File: src/rtl/dcache_pkg.sv
// Shared types and sizing for the data-side cache responder.
// Address slicing: [1:0] byte offset, [IDX_W+1:2] index, the rest tag.
package dcache_pkg;
   typedef enum logic [1:0] {IDLE, RDMISS, WRTHRU} state_t;

   localparam int DEF_IDX_W  = 4;
   localparam int DEF_ADDR_W = 32;

   function automatic int tagW(input int addrW, input int idxW);
      return addrW - idxW - 2;
   endfunction
endpackage

File: src/rtl/dcache_responder_if.sv
// Backing-memory bus: the cache is the master, the memory model is the slave.
interface dcache_responder_if #(parameter int ADDR_W = 32);
   logic              mem_req;
   logic              mem_we;
   logic [ADDR_W-1:0] mem_addr;
   logic [31:0]       mem_wdata;
   logic              mem_ready;
   logic [31:0]       mem_rdata;

   modport master (output mem_req, mem_we, mem_addr, mem_wdata,
                   input  mem_ready, mem_rdata);
   modport slave  (input  mem_req, mem_we, mem_addr, mem_wdata,
                   output mem_ready, mem_rdata);
endinterface

File: src/rtl/dcache_array.sv
// Direct-mapped line storage: one write port, combinational read by index.
// Reset clears only the valid bits; tag/data contents are don't-care until filled.
module dcache_array #(
   parameter int IDX_W = 4,
   parameter int TAG_W = 26
) (
   input  logic             clk,
   input  logic             reset,
   input  logic [IDX_W-1:0] idx,
   input  logic             we,
   input  logic [TAG_W-1:0] wTag,
   input  logic [31:0]      wData,
   output logic             lineValid,
   output logic [TAG_W-1:0] lineTag,
   output logic [31:0]      lineData
);
   localparam int LINES = 2 ** IDX_W;

   logic [LINES-1:0]            valid;
   logic [LINES-1:0][TAG_W-1:0] tags;
   logic [LINES-1:0][31:0]      data;

   always_ff @(posedge clk) begin
      if (reset)   valid      <= '0;
      else if (we) valid[idx] <= 1'b1;
   end

   always_ff @(posedge clk) begin
      if (we) begin
         tags[idx] <= wTag;
         data[idx] <= wData;
      end
   end

   assign lineValid = valid[idx];
   assign lineTag   = tags[idx];
   assign lineData  = data[idx];
endmodule

File: src/rtl/dcache_responder.sv
// M-stage data cache: write-through, write-allocate, one word per line.
// Hits return combinationally; misses and stores stall until mem_ready.
module dcache_responder import dcache_pkg::*; #(
   parameter int IDX_W  = DEF_IDX_W,
   parameter int ADDR_W = DEF_ADDR_W
) (
   input  logic              clk,
   input  logic              reset,
   input  logic              memreadM,
   input  logic              memwriteM,
   input  logic [ADDR_W-1:0] addrM,
   input  logic [31:0]       writedataM,
   output logic [31:0]       readdataM,
   output logic              stallM,
   dcache_responder_if.master mem
);
   localparam int TAG_W = tagW(ADDR_W, IDX_W);

   state_t            state;
   logic [IDX_W-1:0]  idx;
   logic [TAG_W-1:0]  tag;
   logic              lineValid;
   logic [TAG_W-1:0]  lineTag;
   logic [31:0]       lineData;
   logic              hit, isStore, isLoad, done, fillWe;
   logic [31:0]       fillData;

   assign idx     = addrM[IDX_W+1:2];
   assign tag     = addrM[ADDR_W-1:IDX_W+2];
   assign hit     = lineValid && (lineTag == tag);
   assign isStore = memwriteM;
   assign isLoad  = memreadM && !memwriteM;

   // M-stage inputs are frozen by stallM, so addrM/writedataM still describe
   // the outstanding access when the memory completes.
   assign done     = (state != IDLE) && mem.mem_ready;
   assign fillWe   = done && !reset;
   assign fillData = (state == RDMISS) ? mem.mem_rdata : writedataM;

   dcache_array #(.IDX_W(IDX_W), .TAG_W(TAG_W)) uArray (
      .clk       (clk),
      .reset     (reset),
      .idx       (idx),
      .we        (fillWe),
      .wTag      (tag),
      .wData     (fillData),
      .lineValid (lineValid),
      .lineTag   (lineTag),
      .lineData  (lineData)
   );

   always_comb begin
      stallM    = 1'b0;
      readdataM = lineData;
      if (!reset) begin
         case (state)
            IDLE:   stallM = isStore || (isLoad && !hit);
            RDMISS: begin
               stallM = !mem.mem_ready;
               if (mem.mem_ready) readdataM = mem.mem_rdata;
            end
            WRTHRU: stallM = !mem.mem_ready;
            default: stallM = 1'b0;
         endcase
      end
   end

   always_ff @(posedge clk) begin
      if (reset) begin
         state         <= IDLE;
         mem.mem_req   <= 1'b0;
         mem.mem_we    <= 1'b0;
         mem.mem_addr  <= '0;
         mem.mem_wdata <= '0;
      end else begin
         case (state)
            IDLE: begin
               if (isStore) begin
                  state         <= WRTHRU;
                  mem.mem_req   <= 1'b1;
                  mem.mem_we    <= 1'b1;
                  mem.mem_addr  <= addrM & ~ADDR_W'(3);
                  mem.mem_wdata <= writedataM;
               end else if (isLoad && !hit) begin
                  state        <= RDMISS;
                  mem.mem_req  <= 1'b1;
                  mem.mem_we   <= 1'b0;
                  mem.mem_addr <= addrM & ~ADDR_W'(3);
               end
            end
            RDMISS, WRTHRU: begin
               if (mem.mem_ready) begin
                  state       <= IDLE;
                  mem.mem_req <= 1'b0;
               end
            end
            default: state <= IDLE;
         endcase
      end
   end
endmodule
File: src/flat_wrapper.sv
// flat-port wrapper written by rule: the top's interface ports become plain ports
module dcache_responder_flat import dcache_pkg::*;
#(
   parameter int IDX_W  = DEF_IDX_W,
   parameter int ADDR_W = DEF_ADDR_W
)
  (clk, reset, memreadM, memwriteM, addrM, writedataM, readdataM, stallM, mem_mem_req, mem_mem_we, mem_mem_addr, mem_mem_wdata, mem_mem_ready, mem_mem_rdata);
  dcache_responder_if #(.ADDR_W(ADDR_W)) mem_i ();
  input  logic clk;
  input  logic reset;
  input  logic memreadM;
  input  logic memwriteM;
  input  logic [ADDR_W-1:0] addrM;
  input  logic [31:0] writedataM;
  output logic [31:0] readdataM;
  output logic stallM;
  output wire logic [$bits(mem_i.mem_req)-1:0] mem_mem_req;
  output wire logic [$bits(mem_i.mem_we)-1:0] mem_mem_we;
  output wire logic [$bits(mem_i.mem_addr)-1:0] mem_mem_addr;
  output wire logic [$bits(mem_i.mem_wdata)-1:0] mem_mem_wdata;
  input wire logic [$bits(mem_i.mem_ready)-1:0] mem_mem_ready;
  input wire logic [$bits(mem_i.mem_rdata)-1:0] mem_mem_rdata;
  assign mem_mem_req = mem_i.mem_req;
  assign mem_mem_we = mem_i.mem_we;
  assign mem_mem_addr = mem_i.mem_addr;
  assign mem_mem_wdata = mem_i.mem_wdata;
  assign mem_i.mem_ready = mem_mem_ready;
  assign mem_i.mem_rdata = mem_mem_rdata;
  dcache_responder #(.IDX_W(IDX_W), .ADDR_W(ADDR_W)) u_core (.clk(clk), .reset(reset), .memreadM(memreadM), .memwriteM(memwriteM), .addrM(addrM), .writedataM(writedataM), .readdataM(readdataM), .stallM(stallM), .mem(mem_i));
endmodule
File: config.mk
export PLATFORM = sky130hd
export DESIGN_NAME = dcache_responder_flat
export DESIGN_NICKNAME = d
export VERILOG_FILES = /design/src/rtl/dcache_pkg.sv /design/src/rtl/dcache_responder_if.sv /design/src/rtl/dcache_array.sv /design/src/rtl/dcache_responder.sv /design/src/flat_wrapper.sv
export SDC_FILE = /design/constraint.sdc
export NUM_CORES = 1
export LEC_CHECK = 0
export BUFFER_PORTS_ARGS = -buffer_cell sky130_fd_sc_hd__buf_2
export CORE_ASPECT_RATIO = 1.5
export CORE_MARGIN = 5
export CORE_UTILIZATION = 35
export CTS_CLUSTER_DIAMETER = 50
export DETAILED_ROUTE_END_ITERATION = 12
export HOLD_SLACK_MARGIN = 0.1
export PLACE_DENSITY = 0.57
export SLEW_MARGIN = 5
export SYNTH_ARGS = -nofsm -noshare
export SYNTH_HDL_FRONTEND = slang
export SYNTH_SLANG_ARGS = --single-unit
File: constraint.sdc
create_clock -name clk -period 6.3 [get_ports clk]
set_input_delay 0.63 -clock clk [delete_from_list [all_inputs] [get_ports clk]]
set_output_delay 0.63 -clock clk [all_outputs]
set_load 0.05 [all_outputs]
# Yosys cells after proc, flatten, opt, wreduce, memory -nomap -nowiden
# Index checks and enable logic that the tools add are counted.
[totals]
elab_cells = 98
n_memories = 0
mem_bits_ro = 0
in_bits = 101
ram_bits = 0
ff_bits = 1012
latchBits = 0
output_inout_bits = 99
[classes]
add_sub_neg = 0
shift = 0
order_cmp = 2
bitwise_logic = 1
reduce_logical = 20
div = 0
n_mux = 32
n_eq_ne = 5
mul = 0
[op_table]
columns = ["cell", "count"]
rows = [
  ["512-bit bitwise mux", 1],
  ["416-bit bitwise mux", 1],
  ["32-bit 2-to-1 mux", 8],
  ["32-bit binary-select mux with 4-bit select", 1],
  ["32-bit demux with 4-bit select", 1],
  ["26-bit binary-select mux with 4-bit select", 1],
  ["26-bit demux with 4-bit select", 1],
  ["26-bit 2-to-1 mux", 2],
  ["26-bit == test", 1],
  ["16-bit bitwise OR", 1],
  ["1-bit 2-to-1 mux", 8],
  ["1-bit logical AND", 6],
  ["2-bit 2-to-1 mux", 3],
  ["2-bit AND reduction", 3],
  ["2-bit nonzero test", 3],
  ["4-bit by 5-bit < comparator with 1-bit output, second input constant", 1],
  ["1-bit binary-select mux with 4-bit select", 1],
  ["1-bit demux with 4-bit select", 1],
  ["4-bit by 1-bit greater-or-equal comparator with 1-bit output, second input constant", 1],
  ["1-bit zero test", 4],
  ["1-bit one-hot mux with 2 select lines", 2],
  ["2-bit one-hot mux with 2 select lines", 1],
  ["3-bit by 2-bit != test with 1-bit output, second input constant", 1],
  ["3-bit AND reduction", 1],
  ["other kinds (6)", 6],
]

# Depth between registers and ports, before layout
[depth]
word_depth = 9
ltp_mapped = 14
depth_no_buf = 9

# By module
# From an unflattened synthesis, not the netlist that was laid out.
[unflattened]
hier_cells = 1925
area_unflattened_um2 = 39221.4
[by_module_without_submodules]
columns = ["mod", "instances", "seq_area_each_um2", "area_per_inst_um2", "cells_per_inst"]
rows = [
  ["dcache_array", 1, 28187.0, 35382.7, 1505],
  ["dcache_responder", 1, 1321.3, 3838.7, 420],
]

# Least setup slack after synthesis
# OpenSTA, ideal clock, no wires.
[synth_path]
path_type = "input-to-reg"
startpoint = "in addrM[5]"
endpoint = "reg u_core.uArray.data[0] (netlist name), enable pin"
cell_stages = 8
setup_time_ps = 547
n_path_buf = 5
arrival_time_ps = 6355
setup_slack_ps = -602
t_required_ps = 5753
cell_sequence = "buf_4 buf_4 buf_4 inv_1 clkbuf_1 clkbuf_1 nand3_1 nor3_1"
[synth_rtl]
columns = ["item", "line_no", "rtl"]
rows = [
  ["start, declared", "flat_wrapper.sv:13", "input logic [ADDR_W-1:0] addrM;"],
  ["end signal, assigned by index", "dcache_array.sv:31", "data[idx] <= wData;"],
  ["end, declared", "dcache_array.sv:21", "logic [LINES-1:0][31:0] data;"],
]

# Final worst setup path
[layout_path]
startpoint = "in addrM[3]"
endpoint = "out stallM"
[layout_via]
elab_chain_len = 9
[layout_rtl]
columns = ["item", "line_no", "rtl"]
rows = [
  ["26-bit binary-select mux with 4-bit select", "dcache_array.sv:36", "assign lineTag = tags[idx];"],
  ["26-bit 2-to-1 mux (not written as such)", "dcache_array.sv:36", ""],
  ["26-bit == test", "dcache_responder.sv:30", "assign hit = lineValid && (lineTag == tag);"],
  ["1-bit logical AND (*)", "dcache_responder.sv:30", ""],
  ["1-bit zero test (*)", "dcache_responder.sv:57", "IDLE: stallM = isStore || (isLoad && !hit);"],
  ["1-bit logical AND (*)", "dcache_responder.sv:57", ""],
  ["1-bit logical OR (*)", "dcache_responder.sv:57", ""],
  ["1-bit one-hot mux with 2 select lines (*)", "dcache_responder.sv:56", "case (state)"],
  ["1-bit 2-to-1 mux (*)", "dcache_responder.sv:55", "if (!reset) begin"],
  ["end, declared", "flat_wrapper.sv:16", "output logic stallM;"],
]
# Every way passes the cells marked *; elsewhere a longest branch is shown, timed or not. The select of a mux whose other input is x is not followed.

==> results_dict.tcl <==
set metrics [dict create \
    start_util 0.3529 \
    syn_area_per_cell_um2 19.76 \
    regArea_um2 29510 \
    crit_required_ns 5.67 \
    cts_buffer_depth 3 \
    grt_pass1_vias 21390 \
    core_region_area_um2 113200 \
    power_mw 14.76 \
    tns_ns 0 \
    vias_per_cell 5.347 \
    worstSetupPathType "input pin to output port" \
    post-dp-hpwl_mm 60.17 \
    gp_congestion 0.8279 \
    synth_area_um2 39940 \
    grt-ovfl-total 0 \
    insertion_delay_ns 0.70 \
    hold_viol_final 0 \
    antenna_found_initial 7 \
    yosysTopAreaCell "edfxtp_1" \
    tightest_slew_ns 1.045 \
    synth-edff-count 928 \
    nets 2380 \
    post_cts_buffers 0 \
    critPathMaxFanout 67 \
    port_buffers 195 \
    die_width_um 285.8 \
    cap_viol_max_count 0 \
    fp.dieH_um 423.7 \
    layout-drive-gt1-share 0.3212 \
    synthArstFlopShare 0 \
    path_clk_slew_ns 0.06 \
    syn2layout_area_growth_pct 15.83 \
    p_per_area_nw_per_um2 318.9 \
    cts_tree "done" \
    post-route-period-util 0.8327 \
    yosys_warnings 0 \
    hold_class "input pin to flip-flop" \
    cts_buffers 101 \
    grt_start_max_net_pins 74 \
    drcViolationCount 0 \
    dpl.cell_count 3626 \
    fin_skew_ns 0.03015 \
    cp-start-kind "input pin" \
    antenna_left 0 \
    ys_seq_area_frac 0.7388 \
    final-max-slew-violation-count 0 \
    yosysMostFrequentCell "edfxtp_1" \
    rsz0062_at_grt "false" \
    rows 151 \
    htree_levels 3 \
    layout_min_cycle_time_ns 5.246 \
    n_fill_cell 9931 \
    multiInputGateArea_um2 9906 \
    ys_ff_latch 1010 \
    switching_share 0.2359 \
    stdcell_count 3817 \
    cts_hold_buf 0 \
    cts.sink_count 1010 \
    netlist_instances 2021 \
    drt_iter0_markers 1613 \
    combPwrFrac 0.084 \
    setup_viol_count_final 0 \
    grt_first_pass_wirelength_mm 149.3 \
    ios 200 \
    fp.dieArea_um2 121100 \
    grt_util_all_layers 0.1683 \
    ys.flop_type "edfxtp_1" \
    cts_root_buf "clkbuf_16" \
    netlist_top_cells_area "edfxtp_1 70%, mux4_2 12%, dfxtp_1 4.1%" \
    vias 20410 \
    ir_worst_vdd_mv 0.1942 \
    cts.repair.resized 0 \
    yosys.area.top_type_share 0.6977 \
    relSlewSlack 0.3008 \
    p_leak_nw 15.34 \
    drtPass1Iterations 6 \
    max_freq_ghz 0.1906 \
    crit_path_end_kind "output port" \
    power_frac_seq 0.506 \
    pwr-share-clk 0.410 \
    ys_top_cells_by_count "928 x edfxtp_1, 220 x mux4_2, 150 x nand2_1" \
    postRouteWirelength_mm 103.7 \
    status "finished, final reports clean" \
    p_sw_mw 3.480 \
    wl_per_cell_um 27.17 \
    arrival_ns 4.62 \
    synth.distinct_cells 62 \
    p_int_mw 11.28 \
]
## cell type report
cell class | instances | area share
inverter | 17 | 0.001379
sequential | 1010 | 0.6378
timing repair buffer | 262 | 0.03489
clock buffer | 120 | 0.05731
tap | 1453 | 0.03929
antenna | 4 | 0.0002164
clock inverter | 67 | 0.01501
multi-input combinational | 884 | 0.2141
## logic make-up (layout without fill, tap and decap cells)
family / count (synthesis) / after routing / share of synthesized area
muxes: 444 / 444 / 0.1828
DFF: 1010 / 1010 / 0.7388
other: 1 / 6 / 0.00009389
adders and majority gates: 3 / 3 / 0.0009399
AOI/OAI and AO/OA: 157 / 157 / 0.02757
and+or+nand+nor: 253 / 253 / 0.02744
xor gates and xnor gates: 25 / 25 / 0.005482
buffers and inverters: 128 / 466 / 0.01685
## metal layers
| layer | part of all wire | vias up | track usage |
|---|---|---|---|
| li1 | - | 8745 | - |
| met1 | 0.39 | 10850 | 0.2104 |
| met2 | 0.53 | 662 | 0.3039 |
| met3 | 0.053 | 145 | 0.02551 |
| met4 | 0.024 | 4 | 0.04834 |
| met5 | 0.00026 | - | 0 |
## metrics by stage
stage / cell area [um2] / util / hold WS (ns) / setup WS (ns)
3_5_place_dp: 42910 / 0.3792 / 0.4437 / 1.023
5_1_grt: 46260 / 0.4087 / 0.1617 / 0.9610
3_3_place_gp: 42910 / 0.3792 / 0.4380 / 0.9627
2_1_floorplan: 39960 / - / 0.4350 / -0.2561
4_1_cts: 46260 / 0.4087 / 0.1172 / 1.048
6_report: 46270 / 0.4088 / 0.1839 / 1.054
## path summary, 6_finish.rpt
path | start | end | slack, ns | depth (start not counted)
min | writedataM[17] | u_core.mem.mem_wdata[17] | 0.18 | 3
min reg2reg | u_core.mem.mem_wdata[20] | u_core.mem.mem_wdata[20] | 0.45 | 2
max | addrM[3] | stallM | 1.05 | 11
max reg2reg | u_core.uArray.tags[251] | u_core.mem.mem_addr[27] | 2.71 | 10
## cells in the final DEF (no fill, tap or decap), types with 4 or more instances in the layout
master / Yosys / layout
o22ai_1: 19 / 19
xnor2_1: 15 / 15
buf_2: 20 / 192
inv_1: 17 / 15
xor2_1: 10 / 10
nand2b_1: 7 / 7
mux2i_1: 139 / 139
inv_6: 0 / 5
a21oi_1: 42 / 42
clkinvlp_4: 0 / 7
bufinv_16: 0 / 10
clkbuf_16: 0 / 103
nor2_1: 38 / 26
clkinv_1: 0 / 11
o21ai_0: 10 / 10
mux4_2: 220 / 220
a211oi_1: 7 / 7
edfxtp_1: 928 / 928
nand2_1: 150 / 149
clkinv_2: 0 / 21
o21a_1: 12 / 12
nor3_1: 18 / 14
buf_12: 2 / 9
clkinv_4: 0 / 7
buf_4: 16 / 59
dfxtp_1: 82 / 82
clkbuf_1: 55 / 16
nor2_4: 0 / 12
a22oi_1: 25 / 25
a2111oi_0: 5 / 5
nand3_1: 8 / 7
diode_2: 0 / 4
mux2_2: 85 / 85
a2bb2oi_1: 4 / 4
and2_1: 5 / 4
nor2b_1: 7 / 7
## flip-flops by register name (all words and copies together) (netlist names)
| register | cells |
|---|---|
| u_core.uArray.data | 512 |
| u_core.uArray.tags | 416 |
| u_core.mem.mem_wdata | 32 |
| u_core.mem.mem_addr | 30 |
| u_core.uArray.valid | 16 |
| u_core.state | 2 |
| u_core.mem.mem_req | 1 |
| u_core.mem.mem_we | 1 |
## worst max-delay path, stage by stage
cell and delay (ns):
buf_8 0.55, nor2b_1 0.72, a22oi_1 0.24, a211oi_1 0.27, o22ai_1 0.12, o22ai_1 0.43, nand4_1 0.30, o41ai_4 0.61
a21boi_4 0.11, o21a_1 0.30, buf_2 0.27
## power groups by stage
stage          sequential, mW  clock (mW)  combinational (mW)
3_3_place_gp             7.61           0                1.23
4_1_cts                  7.47        6.19                1.26
3_5_place_dp             7.61           0                1.25
6_report                 7.47        6.05                1.24
5_1_grt                  7.47        6.46                1.31
2_1_floorplan            7.76           0               0.695
Note: power is estimated with default switching activity, not from simulation.
